==> config.mk <==
export PLATFORM = sky130hd
export DESIGN_NAME = mod_exp_engine
export DESIGN_NICKNAME = d
export VERILOG_FILES = /design/src/rtl/mod_exp_engine.sv
export SDC_FILE = /design/constraint.sdc
export NUM_CORES = 1
export LEC_CHECK = 0
export CAP_MARGIN = 20
export CORE_ASPECT_RATIO = 0.9
export CORE_MARGIN = 10
export CORE_UTILIZATION = 55
export DETAILED_ROUTE_END_ITERATION = 10
export PLACE_DENSITY_LB_ADDON = 0.08
export REMOVE_ABC_BUFFERS = 1
export SYNTH_ARGS = -nofsm -noshare
export SYNTH_HDL_FRONTEND = slang
export SYNTH_SLANG_ARGS = --single-unit
export TNS_END_PERCENT = 30
==> constraint.sdc <==
create_clock -name clk -period 10.5 [get_ports clk]
set_input_delay 2.1 -clock clk [delete_from_list [all_inputs] [get_ports clk]]
set_output_delay 2.1 -clock clk [all_outputs]
set_load 0.01 [all_outputs]
==> src/rtl/mod_exp_engine.sv <==
// mod_exp_engine: right-to-left square-and-multiply base^exponent mod modulus on a shared Blakley multiplier.
// Optional EARLY_EXIT_EN stops once the remaining exponent bits are all zero.
module mod_exp_engine #(
  parameter int WIDTH = 6,
  parameter int EXP_WIDTH = 6
) (
  input  logic                 clk,
  input  logic                 reset,
  input  logic                 start,
  input  logic [WIDTH-1:0]     base,
  input  logic [EXP_WIDTH-1:0] exponent,
  input  logic [WIDTH-1:0]     modulus,
  output logic                 busy,
  output logic                 done,
  output logic [WIDTH-1:0]     result,
  output logic [EXP_WIDTH-1:0] count
);
  localparam int IW = (WIDTH > 1) ? $clog2(WIDTH) : 1;
  typedef enum logic [2:0] {IDLE, INIT, MUL, SQR, DONE} state_t;
  state_t state_q, state_d;
  logic [WIDTH-1:0] acc_q, acc_d, b_q, b_d, n_q, n_d, result_q, result_d;
  logic [EXP_WIDTH-1:0] e_q, e_d, count_q, count_d;
  logic [WIDTH+1:0] p_q, p_d, p_dbl, p_r1, p_r2, n_ext;
  logic [IW-1:0] idx_q, idx_d;
  logic busy_q, busy_d, done_q, done_d;
  logic [WIDTH-1:0] op_a;
  logic last_bit;
  assign busy = busy_q;
  assign done = done_q;
  assign result = result_q;
  assign count = count_q;
  assign n_ext = {2'b00, n_q};
  assign op_a = (state_q == MUL) ? acc_q : b_q;
  // 2P + a[i]*m stays below 4*2^WIDTH even for out-of-contract operands
  assign p_dbl = {p_q[WIDTH:0], 1'b0} + (op_a[idx_q] ? {2'b00, b_q} : '0);
  assign p_r1 = (p_dbl >= n_ext) ? p_dbl - n_ext : p_dbl;
  assign p_r2 = (p_r1 >= n_ext) ? p_r1 - n_ext : p_r1;
`ifdef EARLY_EXIT_EN
  assign last_bit = (count_q == EXP_WIDTH'(EXP_WIDTH - 1)) || ((e_q >> 1) == '0);
`else
  assign last_bit = (count_q == EXP_WIDTH'(EXP_WIDTH - 1));
`endif
  always_comb begin
    state_d = state_q;
    acc_d = acc_q;
    b_d = b_q;
    n_d = n_q;
    e_d = e_q;
    count_d = count_q;
    result_d = result_q;
    p_d = p_q;
    idx_d = idx_q;
    busy_d = busy_q;
    done_d = 1'b0;
    case (state_q)
      IDLE: if (start) begin
        state_d = INIT;
        busy_d = 1'b1;
        acc_d = WIDTH'(1);
        b_d = base;
        e_d = exponent;
        n_d = modulus;
        count_d = '0;
      end
      INIT: begin
        p_d = '0;
        idx_d = IW'(WIDTH - 1);
        if (n_q < WIDTH'(2)) begin
          state_d = DONE;
          result_d = '0;
          busy_d = 1'b0;
          done_d = 1'b1;
        end
`ifdef EARLY_EXIT_EN
        else if (e_q == '0) begin
          state_d = DONE;
          result_d = acc_q;
          busy_d = 1'b0;
          done_d = 1'b1;
        end
`endif
        else state_d = e_q[0] ? MUL : SQR;
      end
      MUL, SQR: begin
        p_d = p_r2;
        idx_d = idx_q - 1'b1;
        if (idx_q == '0) begin
          p_d = '0;
          idx_d = IW'(WIDTH - 1);
          if (state_q == MUL) begin
            acc_d = p_r2[WIDTH-1:0];
            state_d = SQR;
          end else begin
            b_d = p_r2[WIDTH-1:0];
            if (last_bit) begin
              state_d = DONE;
              result_d = acc_q;
              busy_d = 1'b0;
              done_d = 1'b1;
            end else begin
              count_d = count_q + 1'b1;
              e_d = e_q >> 1;
              state_d = e_q[1] ? MUL : SQR;
            end
          end
        end
      end
      DONE: state_d = IDLE;
      default: state_d = IDLE;
    endcase
  end
  always_ff @(posedge clk or posedge reset) begin
    if (reset) begin
      state_q <= IDLE;
      acc_q <= '0;
      b_q <= '0;
      n_q <= '0;
      e_q <= '0;
      count_q <= '0;
      result_q <= '0;
      p_q <= '0;
      idx_q <= '0;
      busy_q <= 1'b0;
      done_q <= 1'b0;
    end else begin
      state_q <= state_d;
      acc_q <= acc_d;
      b_q <= b_d;
      n_q <= n_d;
      e_q <= e_d;
      count_q <= count_d;
      result_q <= result_d;
      p_q <= p_d;
      idx_q <= idx_d;
      busy_q <= busy_d;
      done_q <= done_d;
    end
  end
endmodule

======== After elaboration in Yosys (flattened, before gate mapping) ========
Cells that the tools add are included.
storage, ports and cells
  input bits .............................. 21
  logic and storage cells ................. 96
  output and inout port bits .............. 14
  bits in registers ....................... 51
cells by class
  reduce and logical (&&, ||, !) cells .... 13
  multiplexer cells ....................... 52
  add/subtract/negate cells ............... 5
  equal/unequal tests ..................... 11
  magnitude comparators ................... 4
operator list
  operator               count
  $mux W6                20
  $pmux W6 S2            5
  $mux W3                6
  $ge A8 B6 Y1           2
  $mux W7                2
  $ne A2 B2 Y1 const B   7
  $pmux W7 S2            1
  $mux W1                12
  $reduce_and A5 Y1      2
  $pmux W3 S3            1
  $add A8 B6 Y8          1
  $mux W8                1
  $reduce_and A4 Y1      2
  $sub A8 B6 Y8          1
  $sub A7 B6 Y7          1
  $add A6 B1 Y6 const B  1
  $eq A3 B2 Y1 const B   2
  $eq A6 B3 Y1 const B   1
  $logic_not A3 Y1       2
  $lt A6 B2 Y1 const B   1
  $pmux W3 S2            1
  $reduce_and A6 Y1      1
  $lt A3 B4 Y1 const B   1
  $reduce_and A2 Y1      2
  other kinds (8)        9

======== Longest topological paths before layout ========
Gate-level depths: netlist (run 1).
  depth in word-level cells ............... 13
  mapped depth ............................ 31
  depth with buffers taken out ............ 27

======== Worst setup path after synthesis (run 1) ========
No wires, ideal clock.
  kind .................................... reg2reg
  start ................................... register state_q[2]
  end ..................................... register acc_q[0]
  setup slack ............................. 3.880 ns
  data required time ...................... 10.418 ns
  stages on the path, launching flop included .. 32
  path buffers ............................ 4
  clock period less this slack ............ 6.620 ns
  setup time .............................. 0.082 ns
  data arrival time ....................... 6.538 ns
  cell sequence ........................... dfrtp_1 buf_2 nand2b_1 buf_4 nor2_4 mux4_2 mux2i_1 a21oi_2 and2_1 ha_1 fa_1 a21oi_2 o21bai_1 xor2_1 ha_1 nand2_1 a211oi_1 a211o_1 or4_1 buf_6 a32oi_1 ha_1 fa_1 nand2b_1 a21oi_1 o21ai_0 nand2b_1 a311oi_1 and2_1 buf_6 mux2_2 a31oi_1
between the ends
  cells in the longest elaborated chain, start to end .. 13
  elaborated cells between the ends (all ways) .. 23
  those cells by class .................... add/sub: 3; order compare: 2; eq/ne: 5; mux: 9; reduce/logical: 4
RTL lines
  item                                                  RTL line    RTL
  start, declared                                       20          state_t state_q, state_d;
  start signal, assigned                                126         state_q <= state_d;
  $eq A3 B2 Y1                                          33, 55, 90
  $mux W6                                               33          assign op_a = (state_q == MUL) ? acc_q : b_q;
  $bmux W1 S3                                           35          assign p_dbl = {p_q[WIDTH:0], 1'b0} + (op_a[idx_q] ? {2'b00, b_q} : '0);
  $mux W1 (implied by the code)                         35
  $mux W6                                               35
  $add A8 B6 Y8                                         35
  $sub A8 B6 Y8 / $ge A8 B6 Y1 (equally long branches)  36          assign p_r1 = (p_dbl >= n_ext) ? p_dbl - n_ext : p_dbl;
  $mux W8                                               36
  $sub A7 B6 Y7 / $ge A8 B6 Y1 (equally long branches)  37          assign p_r2 = (p_r1 >= n_ext) ? p_r1 - n_ext : p_r1;
  $mux W7                                               37
  $mux W6                                               90          if (state_q == MUL) begin
  $mux W6                                               87          if (idx_q == '0) begin
  $pmux W6 S2                                           55          case (state_q)
  end signal, assigned                                  115         acc_q <= '0;
  end signal, assigned                                  127         acc_q <= acc_d;
  end, declared                                         21          logic [WIDTH-1:0] acc_q, acc_d, b_q, b_d, n_q, n_d, result_q, result_d;
Parallel ways exist; a longest one is shown, timed or not. The select of a mux whose other input is x is not followed.
A chain may end at the register's enable or synchronous reset.

======== Worst setup path in the final report (run 1) ========
  start ................................... register state_q[1]
  end ..................................... register acc_q[1]
The elaborated chain is that of the path after synthesis.

==> flow_summary.ini, run 1 <==
[status]
status = finished clean

[drt]
viasPerCell = 5.92
first_iter_violations = 206
avgRoutedWirePerCell_um = 16.7
dr.pass1.iters = 5
vias = 2705
route.detailed.drc = 0
ant_nets = 0
drt_wl_total_um = 7610

[worst_hold_path]
hp-class = reg -> reg
worstHoldPathCells = 2
min_from = e_q[4]$_DFFE_PP0P_
whs_endpoint = e_q[4]$_DFFE_PP0P_

[timing]
tightestPinTransition_ns = 0.898
holdWs_ns = 0.487
finalHoldViolCount = 0
slew_viol_final = 0
setup_violations = 0
post-route-period-util = 0.690
relSlewSlack = 0.400
fmax_mhz = 138
fin_tns_setup_ns = 0
rsz0062_at_grt = no
skew_ns = 0.0190
finalCriticalPeriod_ns = 7.24

[yosys]
syn_avg_cell_area_um2 = 9.40
yosys_most_used_dff = dfrtp_1
ys_seq_area_frac = 0.383
synth_edf_count = 0
netlist_area_um2 = 3340
ys_ff_latch = 51
synthArstFlopShare = 1.00
syn_inst = 355
yosys_warnings = 0
yosysUniqueCellTypes = 59

[global_routing]
grt_usage = 0.166
grt_pass1_wl_um = 12900
grt_pass1_vias = 2709
grt_max_degree = 52
antenna_found_initial = 0
grt-ovfl-total = 0

[cts]
clock-sinks = 51
htree_levels = 2
cts_inserted_buffers = 5
cts_tree = done
cts_root_buffer = clkbuf_8
clockBufferDepth = 2
postCtsSetupBuffers = 0
cts_resized = 0
clk_latency_ns = 0.31
ctsHoldBuffers = 0
clk_pin_slew_ns = 0.10

[run]
drv_cap = 0

[worst_setup_path]
crit_family = compound AO/OA/AOI/OAI gates
crit_path_max_incr_delay_ns = 0.74
cp.required_ns = 10.71
critPathBufInv = 0
crit_arrival_ns = 7.46
reg2reg_from = state_q[1]$_DFFE_PP0P_
cp-end-kind = register
critPathSlowestCell = or4_1
crit_type = reg -> reg
cp_max_fo = 10
cp-start-kind = register
r2r-end = acc_q[1]$_DFFE_PP0P_
reg2regPathDepth = 27
r2r_setup_slack_ns = 3.26

[finish]
fillers = 486
drive_gt1_frac = 0.0982
layout.nets = 430
antenna_cells = 0
synthToLayoutAreaGrowth_pct = 14.8
final_cells = 457

[floorplan]
start_util = 0.576
fp.coreArea_um2 = 5790
rows = 26
die_area_um2 = 9580
die_h_um = 93.9
die_w_um = 102
ios = 35

[placement]
placed_cells = 449
gp_congestion = 0.928
portBuffers = 34
dp_hpwl_um = 5910
-- flip-flops by register name, summed over array words and instances (netlist names) --
register and cells:
busy 1, idx_q 3, b_q 6, result 6, n_q 6, p_q 7
acc_q 6, state_q 3, e_q 6, count 6, done 1
-- worst min-delay path: cells and delay by family, from the launching register on --
family	cells	cell delay, ns
AND/OR/NAND/NOR	1	0.04
AO/OA/AOI/OAI	1	0.06
flip-flops	1	0.35
-- worst max-delay path by stage --
stage / startpoint / end / slack [ns] / cells after the start
5_1_grt: state_q[1]$_DFFE_PP0P_ / acc_q[1]$_DFFE_PP0P_ / 2.73 / 27
3_5_place_dp: state_q[2]$_DFFE_PP0P_ / acc_q[1]$_DFFE_PP0P_ / 3.31 / 27
3_3_place_gp: state_q[2]$_DFFE_PP0P_ / acc_q[0]$_DFFE_PP0P_ / 3.54 / 27
2_1_floorplan: state_q[2]$_DFFE_PP0P_ / acc_q[0]$_DFFE_PP0P_ / 3.49 / 27
6_report: state_q[1]$_DFFE_PP0P_ / acc_q[1]$_DFFE_PP0P_ / 3.26 / 27
4_1_cts: state_q[2]$_DFFE_PP0P_ / acc_q[1]$_DFFE_PP0P_ / 3.26 / 27
-- layer usage --
layer	routed length, um	up-vias	track usage
li1	-	1319	-
met1	3470	1289	0.225
met2	3410	93	0.259
met3	696	4	0.0412
met4	31	0	0.0399
met5	0	-	0
-- area by class of cell --
| type | count | area (um2) | area share |
|---|---|---|---|
| Clock buffer | 5 | 68.8 | 0.0180 |
| Clock inverter | 3 | 43.8 | 0.0114 |
| Inverter | 22 | 82.6 | 0.0216 |
| Multi-Input combinational cell | 269 | 1910 | 0.498 |
| Sequential cell | 51 | 1280 | 0.333 |
| Tap cell | 70 | 87.6 | 0.0229 |
| Timing Repair Buffer | 37 | 363 | 0.0948 |
-- kinds of logic after synthesis --
kind of cell,synth area share
AOI/OAI and AO/OA,0.204
xor gates and xnor gates,0.0416
buffers and inverters,0.0458
DFF,0.383
adders and majority gates,0.0930
muxes,0.0630
and+or+nand+nor,0.170
-- synth_stat cells, drive strengths merged, types with 3 or more instances --
library cell	count	share of area
dfrtp	51	0.38
nand2	47	0.054
o21ai	32	0.050
nor2	28	0.034
inv	22	0.025
ha	20	0.075
a21oi	19	0.034
o31ai	10	0.027
mux2i	9	0.027
clkbuf	8	0.0090
nand2b	8	0.015
xnor2	8	0.021
nand3	7	0.014
xor2	7	0.021
and2	6	0.011
nor3	6	0.0090
a22o	5	0.013
a22oi	5	0.011
buf	5	0.012
o21bai	5	0.011
mux2	4	0.016
nor2b	4	0.0075
a211o	3	0.0079
a21o	3	0.0068
fa	3	0.018
mux4	3	0.020
nand4	3	0.0056
-- placed cells by master, fill, tap and decap left out, drive strengths merged, types with 8 or more instances in the layout --
master	synthesis	final
a21oi	19	19
clkdlybuf4s50	0	34
dfrtp	51	51
ha	20	20
inv	22	22
mux2i	9	9
nand2	47	47
nand2b	8	8
nor2	28	28
o21ai	32	32
o31ai	10	10
xnor2	8	8
-- through the flow --
stage	instance area [um2]	utilization	setup slack [ns]
2_1_floorplan	3270	-	3.49
3_3_place_gp	3720	0.642	3.54
3_5_place_dp	3720	0.642	3.31
4_1_cts	3830	0.661	3.26
5_1_grt	3830	0.661	2.73
6_report	3830	0.661	3.26
Power of run 1 is not shown: default switching activity piles up to over one toggle a cycle in this logic, so the estimate is an artifact.
==> inputs of run 2 (changes only) <==
==> constraint.sdc (replaced) <==
create_clock -name clk -period 7.5 [get_ports clk]
set_input_delay 1.5 -clock clk [delete_from_list [all_inputs] [get_ports clk]]
set_output_delay 1.5 -clock clk [all_outputs]
set_load 0.01 [all_outputs]
==> run 2 against run 1 <==
Non-clock buffer count unchanged. Global-route usage increased by 0.28 points. Largest cell class unchanged. Via count decreased by 2.0%.
==> flow_summary.ini, run 2 (synthesis results as in run 1) <==
[timing]
post-route-period-util = 0.929
fin_tns_setup_ns = 0
fin_ws_ns = 0.533
fmax_mhz = 144
setup_violations = 0
finalCriticalPeriod_ns = 6.97
relSlewSlack = 0.401
holdWs_ns = 0.486
skew_ns = 0.0131
tightestPinTransition_ns = 0.897
rsz0062_at_grt = no
finalHoldViolCount = 0
slew_viol_final = 0

[worst_setup_path]
crit_path_max_incr_delay_ns = 0.63
crit_arrival_ns = 7.19
crit_family = simple AND/OR/NAND/NOR gates
cp.required_ns = 7.73
critPathBufInv = 0
cp_max_fo = 10
cp-start-kind = register
critPathSlowestCell = or4_4
cp-end-kind = register
crit_type = reg -> reg

[drt]
vias = 2652
first_iter_violations = 186
ant_nets = 0
dr.pass1.iters = 5
viasPerCell = 5.80
drt_wl_total_um = 7590
avgRoutedWirePerCell_um = 16.6
route.detailed.drc = 0

[placement]
dp_slack_ns = 0.246
gp_congestion = 0.978
portBuffers = 34
dp_hpwl_um = 5820

[global_routing]
grt-ovfl-total = 0
grt_max_degree = 52
antenna_found_initial = 0
grt_pass1_vias = 2641
grt_usage = 0.169
grt_pass1_wl_um = 13000

[finish]
layout.nets = 430
antenna_cells = 0
final_cell_mix = dfrtp_1, nand2_1, clkdlybuf4s50_1
top_register = p_q
drive_gt1_frac = 0.109
final_core_util = 0.667
mostFrequentLayoutCell = dfrtp_1
synthToLayoutAreaGrowth_pct = 15.9
largest_reg_flops = 7

[floorplan]
die_w_um = 102
ios = 35
fp.coreArea_um2 = 5790
die_area_um2 = 9580
start_util = 0.576
rows = 26
die_h_um = 93.9

[cts]
clockBufferDepth = 2
ctsHoldBuffers = 0
clk_pin_slew_ns = 0.10
cts_tree = done
clk_latency_ns = 0.32
cts_inserted_buffers = 5
cts_root_buffer = clkbuf_8
clock-sinks = 51
htree_levels = 2

[worst_hold_path]
hp-class = reg -> reg

[run]
drv_cap = 0

[status]
status = finished clean
-- run 2: layer usage --
| layer | share of wire | vias up | global-route usage |
|---|---|---|---|
| met5 | 0 | - | 0 |
| met4 | 0.014 | 0 | 0.0399 |
| met3 | 0.075 | 10 | 0.0500 |
| met2 | 0.44 | 91 | 0.258 |
| met1 | 0.47 | 1232 | 0.229 |
| li1 | - | 1319 | - |
-- run 2: worst reg2reg max path, stage by stage (launching register included) --
cell,delay [ns]
dfrtp_1,0.45
nand2b_1,0.23
nor2_4,0.19
mux4_2,0.52
mux2i_1,0.18
a21oi_2,0.14
and2_1,0.18
ha_1,0.21
fa_1,0.42
a21oi_2,0.19
o21bai_1,0.09
xor2_1,0.16
ha_1,0.34
nand2_1,0.13
a211oi_1,0.08
a211o_1,0.34
or4_4,0.63
a32oi_2,0.25
ha_1,0.23
fa_1,0.21
nand2b_1,0.13
a21oi_1,0.11
o21ai_0,0.18
nand2b_1,0.12
a311oi_2,0.35
and2_2,0.30
mux2_4,0.35
o31ai_2,0.17
-- run 2: timing repair --
action	CTS	global route
buffers inserted	0	0
gates resized for setup	0	4
setup endpoints to repair	0	19
-- run 2: final timing paths --
path	end	cells after the start	start	slack, ns
max reg2reg	acc_q[1]$_DFFE_PP0P_	27	state_q[2]$_DFFE_PP0P_	0.53
max	acc_q[1]$_DFFE_PP0P_	27	state_q[2]$_DFFE_PP0P_	0.53
min	result[4]$_DFFE_PP0P_	2	result[4]$_DFFE_PP0P_	0.49
min reg2reg	result[4]$_DFFE_PP0P_	2	result[4]$_DFFE_PP0P_	0.49
min in group asynchronous	b_q[5]$_DFFE_PP0P_	2	reset	1.48
max in group asynchronous	n_q[5]$_DFFE_PP0P_	3	reset	5.51
-- run 2: area by class of cell --
cell class | instances | area (um2)
Clock buffer | 6 | 82.6
Clock inverter | 2 | 35.0
Fill cell | 488 | 1930
Inverter | 22 | 82.6
Multi-Input combinational cell | 269 | 1930
Sequential cell | 51 | 1280
Tap cell | 70 | 87.6
Timing Repair Buffer | 37 | 375
-- run 2: metrics by stage --
| stage | area, um2 | cells |
|---|---|---|
| global placement | 3710 | 448 |
| finish | 3860 | 457 |
| CTS | 3830 | 456 |
| global route | 3860 | 457 |
| floorplan | 3270 | 342 |
| detailed placement | 3710 | 448 |
Power of run 2 is left out for the same reason.
